`src/rtl/switch_debouncer.sv`:
```
// rtl/switch_debouncer.sv - two-flop synchroniser and per-bit bounce filter for the switch bank
// Reports each accepted flip as a one-hot lowest-index strobe when armed.
module switch_debouncer #(
    parameter int WIDTH           = 8,
    parameter int DEBOUNCE_CYCLES = 1000000,
    parameter int CNT_W           = 20
) (
    input  logic             clk,
    input  logic             rst,
    input  logic [WIDTH-1:0] switch_raw,
    input  logic             arm,
    output logic [WIDTH-1:0] sw_clean,
    output logic [WIDTH-1:0] changed_bit,
    output logic             change_valid,
    output logic             multi_change
);

    localparam logic [CNT_W-1:0] CNT_LAST = CNT_W'(DEBOUNCE_CYCLES - 1);

    logic [WIDTH-1:0] s1;
    logic [WIDTH-1:0] s2;
    logic [WIDTH-1:0] differ;
    logic [WIDTH-1:0] accepted;
    logic [WIDTH-1:0] lowest;
    logic             several;
    logic [CNT_W-1:0] cnt [WIDTH];

    always_ff @(posedge clk or negedge rst) begin
        if (!rst) begin
            s1 <= '0;
            s2 <= '0;
        end else begin
            s1 <= switch_raw;
            s2 <= s1;
        end
    end

    always_comb begin
        differ   = s2 ^ sw_clean;
        accepted = '0;
        for (int i = 0; i < WIDTH; i++) begin
            accepted[i] = differ[i] && (cnt[i] == CNT_LAST);
        end
        // x & -x isolates the lowest set bit; x & (x-1) is nonzero iff more than one bit is set
        lowest  = accepted & (~accepted + WIDTH'(1));
        several = |(accepted & (accepted - WIDTH'(1)));
    end

    always_ff @(posedge clk or negedge rst) begin
        if (!rst) begin
            for (int i = 0; i < WIDTH; i++) begin
                cnt[i] <= '0;
            end
            sw_clean <= '0;
        end else begin
            for (int i = 0; i < WIDTH; i++) begin
                if (!differ[i] || accepted[i]) begin
                    cnt[i] <= '0;
                end else begin
                    cnt[i] <= cnt[i] + CNT_W'(1);
                end
            end
            sw_clean <= sw_clean ^ accepted;
        end
    end

    // arm is sampled in the accept cycle, so disarmed flips are never reported later
    always_ff @(posedge clk or negedge rst) begin
        if (!rst) begin
            changed_bit  <= '0;
            change_valid <= 1'b0;
            multi_change <= 1'b0;
        end else begin
            changed_bit  <= arm ? lowest : '0;
            change_valid <= arm & (|accepted);
            multi_change <= arm & several;
        end
    end

endmodule
```
`config.mk`:
```
export PLATFORM = sky130hd
export DESIGN_NAME = switch_debouncer
export DESIGN_NICKNAME = d
export VERILOG_FILES = /design/src/rtl/switch_debouncer.sv
export SDC_FILE = /design/constraint.sdc
export NUM_CORES = 1
export LEC_CHECK = 0
export CAP_MARGIN = 20
export CORE_ASPECT_RATIO = 0.75
export CORE_MARGIN = 5
export CORE_UTILIZATION = 61
export DETAILED_ROUTE_END_ITERATION = 16
export HOLD_SLACK_MARGIN = 0.12
export PLACE_DENSITY = 0.79
export SYNTH_ARGS = -nofsm -noshare
export SYNTH_HDL_FRONTEND = slang
export SYNTH_SLANG_ARGS = --single-unit
```
`constraint.sdc`:
```
create_clock -name clk -period 2.5 [get_ports clk]
set_clock_uncertainty 0.05 [all_clocks]
set_input_delay 0.5 -clock clk [delete_from_list [all_inputs] [get_ports clk]]
set_output_delay 0.5 -clock clk [all_outputs]
set_load 0.1 [all_outputs]
```
==> run_summary.xml <==
<?xml version="1.0" encoding="UTF-8"?>
<metrics>
  <group name="clock_tree">
    <metric name="cts_post_setup_buffers_inserted" unit="">0</metric>
    <metric name="maximum_clock_path_buffer_count" unit="">2</metric>
    <metric name="worst_skew_pair.late_latency" unit="ns">0.43</metric>
    <metric name="clock_pin_transition_on_the_worst_setup_and_hold_timing_paths" unit="ns">0.07</metric>
    <metric name="htree_levels" unit="">4</metric>
    <metric name="cts_bufs_inserted" unit="">17</metric>
    <metric name="clk_root_buffer_cell" unit="">clkbuf_16</metric>
    <metric name="clock_tree_from_tritoncts" unit="">built</metric>
    <metric name="cts.sinks" unit="">194</metric>
  </group>
  <group name="synthesis">
    <metric name="synth-adder-area-share" unit="">0.01251</metric>
    <metric name="synth_enable_flop_cells" unit="">0</metric>
    <metric name="avgSynthCellArea" unit="um^2">10.33</metric>
    <metric name="synth_fp_nets" unit="">871</metric>
    <metric name="synth_simple_gate_area_frac" unit="">0.2576</metric>
    <metric name="synth.top_cell.area_share" unit="">0.5517</metric>
    <metric name="postSynthCellCount" unit="">852</metric>
    <metric name="synth_cell_type_count" unit="">38</metric>
    <metric name="synth-seq-cells" unit="">194</metric>
    <metric name="post_synthesis_xor_xnor_area_fraction" unit="">0.1473</metric>
    <metric name="synth-main-ff-cell" unit="">dfrtp_1</metric>
    <metric name="synth.mux.area_fraction" unit="">0.01024</metric>
    <metric name="netlist_area" unit="um^2">8800</metric>
    <metric name="synth-async-reset-ratio" unit="">1.000</metric>
    <metric name="synth_top_cells_by_area" unit="">dfrtp_1, xor2_1, nor2_1</metric>
    <metric name="synth_compound_area_frac" unit="">0.008673</metric>
    <metric name="main_combinational_cell_family_by_area_after_synthesis" unit="">simple AND/OR/NAND/NOR gates</metric>
    <metric name="synth_seq_area_share" unit="">0.5517</metric>
    <metric name="synthDominantAreaCellType" unit="">dfrtp_1</metric>
    <metric name="ys_warn_count" unit="">0</metric>
  </group>
  <group name="min_path">
    <metric name="worst_hold_path.num_cells" unit="">0</metric>
    <metric name="holdCritPathClass" unit="">flip-flop to flip-flop</metric>
    <metric name="holdCritStartpoint" unit="">s1[3]</metric>
    <metric name="hold_path_end" unit="">s2[3]</metric>
  </group>
  <group name="critical_path">
    <metric name="reg2reg_depth" unit="">7</metric>
    <metric name="worstPathCellList" unit="">ha_1 &gt; and3_1 &gt; and3_1 &gt; and4_1 &gt; nor2b_1 &gt; nand4_1 &gt; nor3b_2</metric>
    <metric name="cp_common_cell" unit="">and3_1</metric>
    <metric name="cp_data_arrival_time" unit="ns">2.57</metric>
    <metric name="critical_path.slowest_cell" unit="">dfrtp_1</metric>
    <metric name="crit-reg2reg-capture" unit="">changed_bit[6]</metric>
    <metric name="crit_required" unit="ns">2.80</metric>
    <metric name="critical_path_s_top_delay_family" unit="">simple AND/OR/NAND/NOR gates</metric>
    <metric name="worstSetupEndpointType" unit="">flip-flop</metric>
    <metric name="worst-r2r-setup-slack" unit="ns">0.24</metric>
    <metric name="criticalPathCategory" unit="">flip-flop to flip-flop</metric>
    <metric name="cp_num_buf_inv" unit="">0</metric>
    <metric name="crit_path_max_incr_delay" unit="ns">0.42</metric>
    <metric name="critical_path_peak_fanout" unit="">6</metric>
    <metric name="regToRegStartpoint" unit="">cnt[140]</metric>
    <metric name="worst_setup_path_start_kind" unit="">flip-flop</metric>
  </group>
  <group name="job">
    <metric name="drv_cap" unit="">0</metric>
  </group>
  <group name="timing">
    <metric name="grt_setup_unrepaired" unit="">false</metric>
    <metric name="tightestPinTransition" unit="ns">0.5225</metric>
    <metric name="final.min_clock_period" unit="ns">2.263</metric>
    <metric name="final.setup.tns" unit="ns">0</metric>
    <metric name="slew_violations" unit="">0</metric>
    <metric name="max_freq" unit="GHz">0.4419</metric>
    <metric name="hold_viol_final" unit="">0</metric>
    <metric name="min_period_over_period" unit="">0.9051</metric>
    <metric name="setup_viol_count_final" unit="">0</metric>
    <metric name="slew_headroom" unit="">0.6517</metric>
  </group>
  <group name="layout">
    <metric name="fin_nets" unit="">920</metric>
    <metric name="layout_overhead_on_the_synthesized_area" unit="%">12.91</metric>
    <metric name="fillers" unit="">1058</metric>
    <metric name="antenna_cells" unit="">0</metric>
    <metric name="ratio_of_cells_with_drive_above_1_in_the_final_layout" unit="">0.08534</metric>
    <metric name="design_area_final" unit="um^2">9936</metric>
    <metric name="finish.cell_count_without_fillers" unit="">1114</metric>
  </group>
  <group name="place">
    <metric name="gpl.final_weighted_congestion" unit="">0.8926</metric>
    <metric name="number_of_instances_in_the_placed_design" unit="">1081</metric>
    <metric name="detailed_place_hpwl" unit="um">11250</metric>
    <metric name="placed_area" unit="um^2">9370</metric>
    <metric name="port_buffers" unit="">28</metric>
  </group>
  <group name="power">
    <metric name="power_per_cell_area" unit="nW/um^2">604.1</metric>
    <metric name="worst_ir_drop_on_vdd" unit="mV">0.5279</metric>
    <metric name="total_leakage_power" unit="nW">4.542</metric>
    <metric name="fin_total_pwr" unit="mW">6.002</metric>
  </group>
  <group name="detailed_routing">
    <metric name="dr_total_vias" unit="">6048</metric>
    <metric name="final_antenna_net_count" unit="">0</metric>
    <metric name="drt_first_pass_iters" unit="">5</metric>
    <metric name="wire_per_inst" unit="um">14.68</metric>
    <metric name="totalWireLength" unit="um">16360</metric>
    <metric name="post_drt_via_cell_ratio" unit="">5.429</metric>
    <metric name="drtIter0Drc" unit="">372</metric>
    <metric name="drc" unit="">0</metric>
  </group>
  <group name="die">
    <metric name="floorplan.io_pins" unit="">29</metric>
    <metric name="die_width" unit="um">148.7</metric>
    <metric name="dieArea" unit="um^2">16950</metric>
    <metric name="chip_height" unit="um">114.0</metric>
    <metric name="floorplan.initialDensity" unit="">0.6149</metric>
    <metric name="floorplan.core_area" unit="um^2">14310</metric>
    <metric name="rows" unit="">38</metric>
  </group>
  <group name="run_status">
    <metric name="outcome" unit="">completed</metric>
  </group>
  <group name="grt">
    <metric name="overflow" unit="">0</metric>
    <metric name="grt_use_total" unit="">0.2130</metric>
    <metric name="grt_max_degree" unit="">65</metric>
    <metric name="vias_in_the_first_global_route" unit="">5970</metric>
    <metric name="number_of_antenna_violations_at_the_first_check_in_global_routing" unit="">0</metric>
    <metric name="wire_length_of_the_first_global_routing_pass" unit="um">28890</metric>
  </group>
</metrics>
per-stage QoR:
step	hold slack (ns)	setup WS, ns	utilization
final	0.2971	0.2371	0.6943
after floorplan	0.1544	0.2268	-
after CTS	0.2977	0.2556	0.6943
after detailed placement	0.2847	0.2918	0.6547
after global placement	0.2831	0.3645	0.6547
after global routing	0.3056	0.09892	0.6943
cells by family after synthesis:
kind of cell | count (synthesis)
AOI/OAI and AO/OA | 12
DFF | 194
adders and majority gates | 9
muxes | 8
buffers and inverters | 26
and+or+nand+nor | 455
xor gates and xnor gates | 148
power breakdown:
group	internal, mW	leakage, nW	switching (mW)
Combinational	0.0724	1.62	0.140
Sequential	3.18	2.65	0.0351
Clock	1.33	0.268	1.24
Total	4.58	4.54	1.42
worst reg2reg max path, stage by stage (launching register included):
cell and delay [ns]:
dfrtp_1 0.42, ha_1 0.23, and3_1 0.22, and3_1 0.26
and4_1 0.29, nor2b_1 0.31, nand4_1 0.20, nor3b_2 0.20
cells in the mapped netlist, drive strengths merged (10+ instances only):
library cell	n
and2	10
and3	48
dfrtp	194
inv	11
nand2	53
nand3	69
nand4	32
nor2	176
nor3	15
nor4	11
xnor2	47
xor2	101
per-layer routing:
metal | global-route usage | share of wire | up-vias
li1 | - | - | 2983
met1 | 0.3073 | 0.49 | 2943
met2 | 0.3248 | 0.46 | 95
met3 | 0.03932 | 0.031 | 27
met4 | 0.08246 | 0.018 | 0
met5 | 0 | 0 | -
worst max-delay path by stage:
stage	endpoint	slack, ns	depth (start not counted)	from
3_5_place_dp	changed_bit[6]	0.29	7	cnt[140]
6_report	changed_bit[6]	0.24	7	cnt[140]
5_1_grt	changed_bit[6]	0.1	7	cnt[140]
3_3_place_gp	changed_bit[6]	0.36	7	cnt[140]
2_1_floorplan	multi_change	0.23	5	flip-flop
4_1_cts	changed_bit[6]	0.26	7	cnt[140]
registers in the layout, indices dropped and copies added (netlist names), named ones only:
signal        flops
cnt             160
changed_bit       8
s1                8
s2                8
change_valid      1
multi_change      1
final cells by class:
class                   count  area (um^2)  area share
clock inverters            14        116.4     0.01171
flip-flops and latches    194         4855      0.4886
clock buffers              18        439.2     0.04420
inverters                  11        41.29    0.004156
repair buffers             45        394.1     0.03967
multi-input cells         632         3840      0.3865
well taps                 200        250.2     0.02519
repair_timing:
action | 4_1_cts | 5_1_grt
gates resized for setup | 0 | 0
hold buffers | 1 | 0
setup endpoints to repair | 0 | 0
hold endpoints to repair | 60 | 0
placed cells by master, fill, tap and decap left out, drive strengths merged, types with 19 or more instances in the layout:
cell type and n:
buf 34, nor2 176, nand3 69, nand2 53, nand4 32, and3 48, clkbuf 19, inv 19
dfrtp 194, xor2 101, xnor2 47
(Power assumes the default switching activity.)
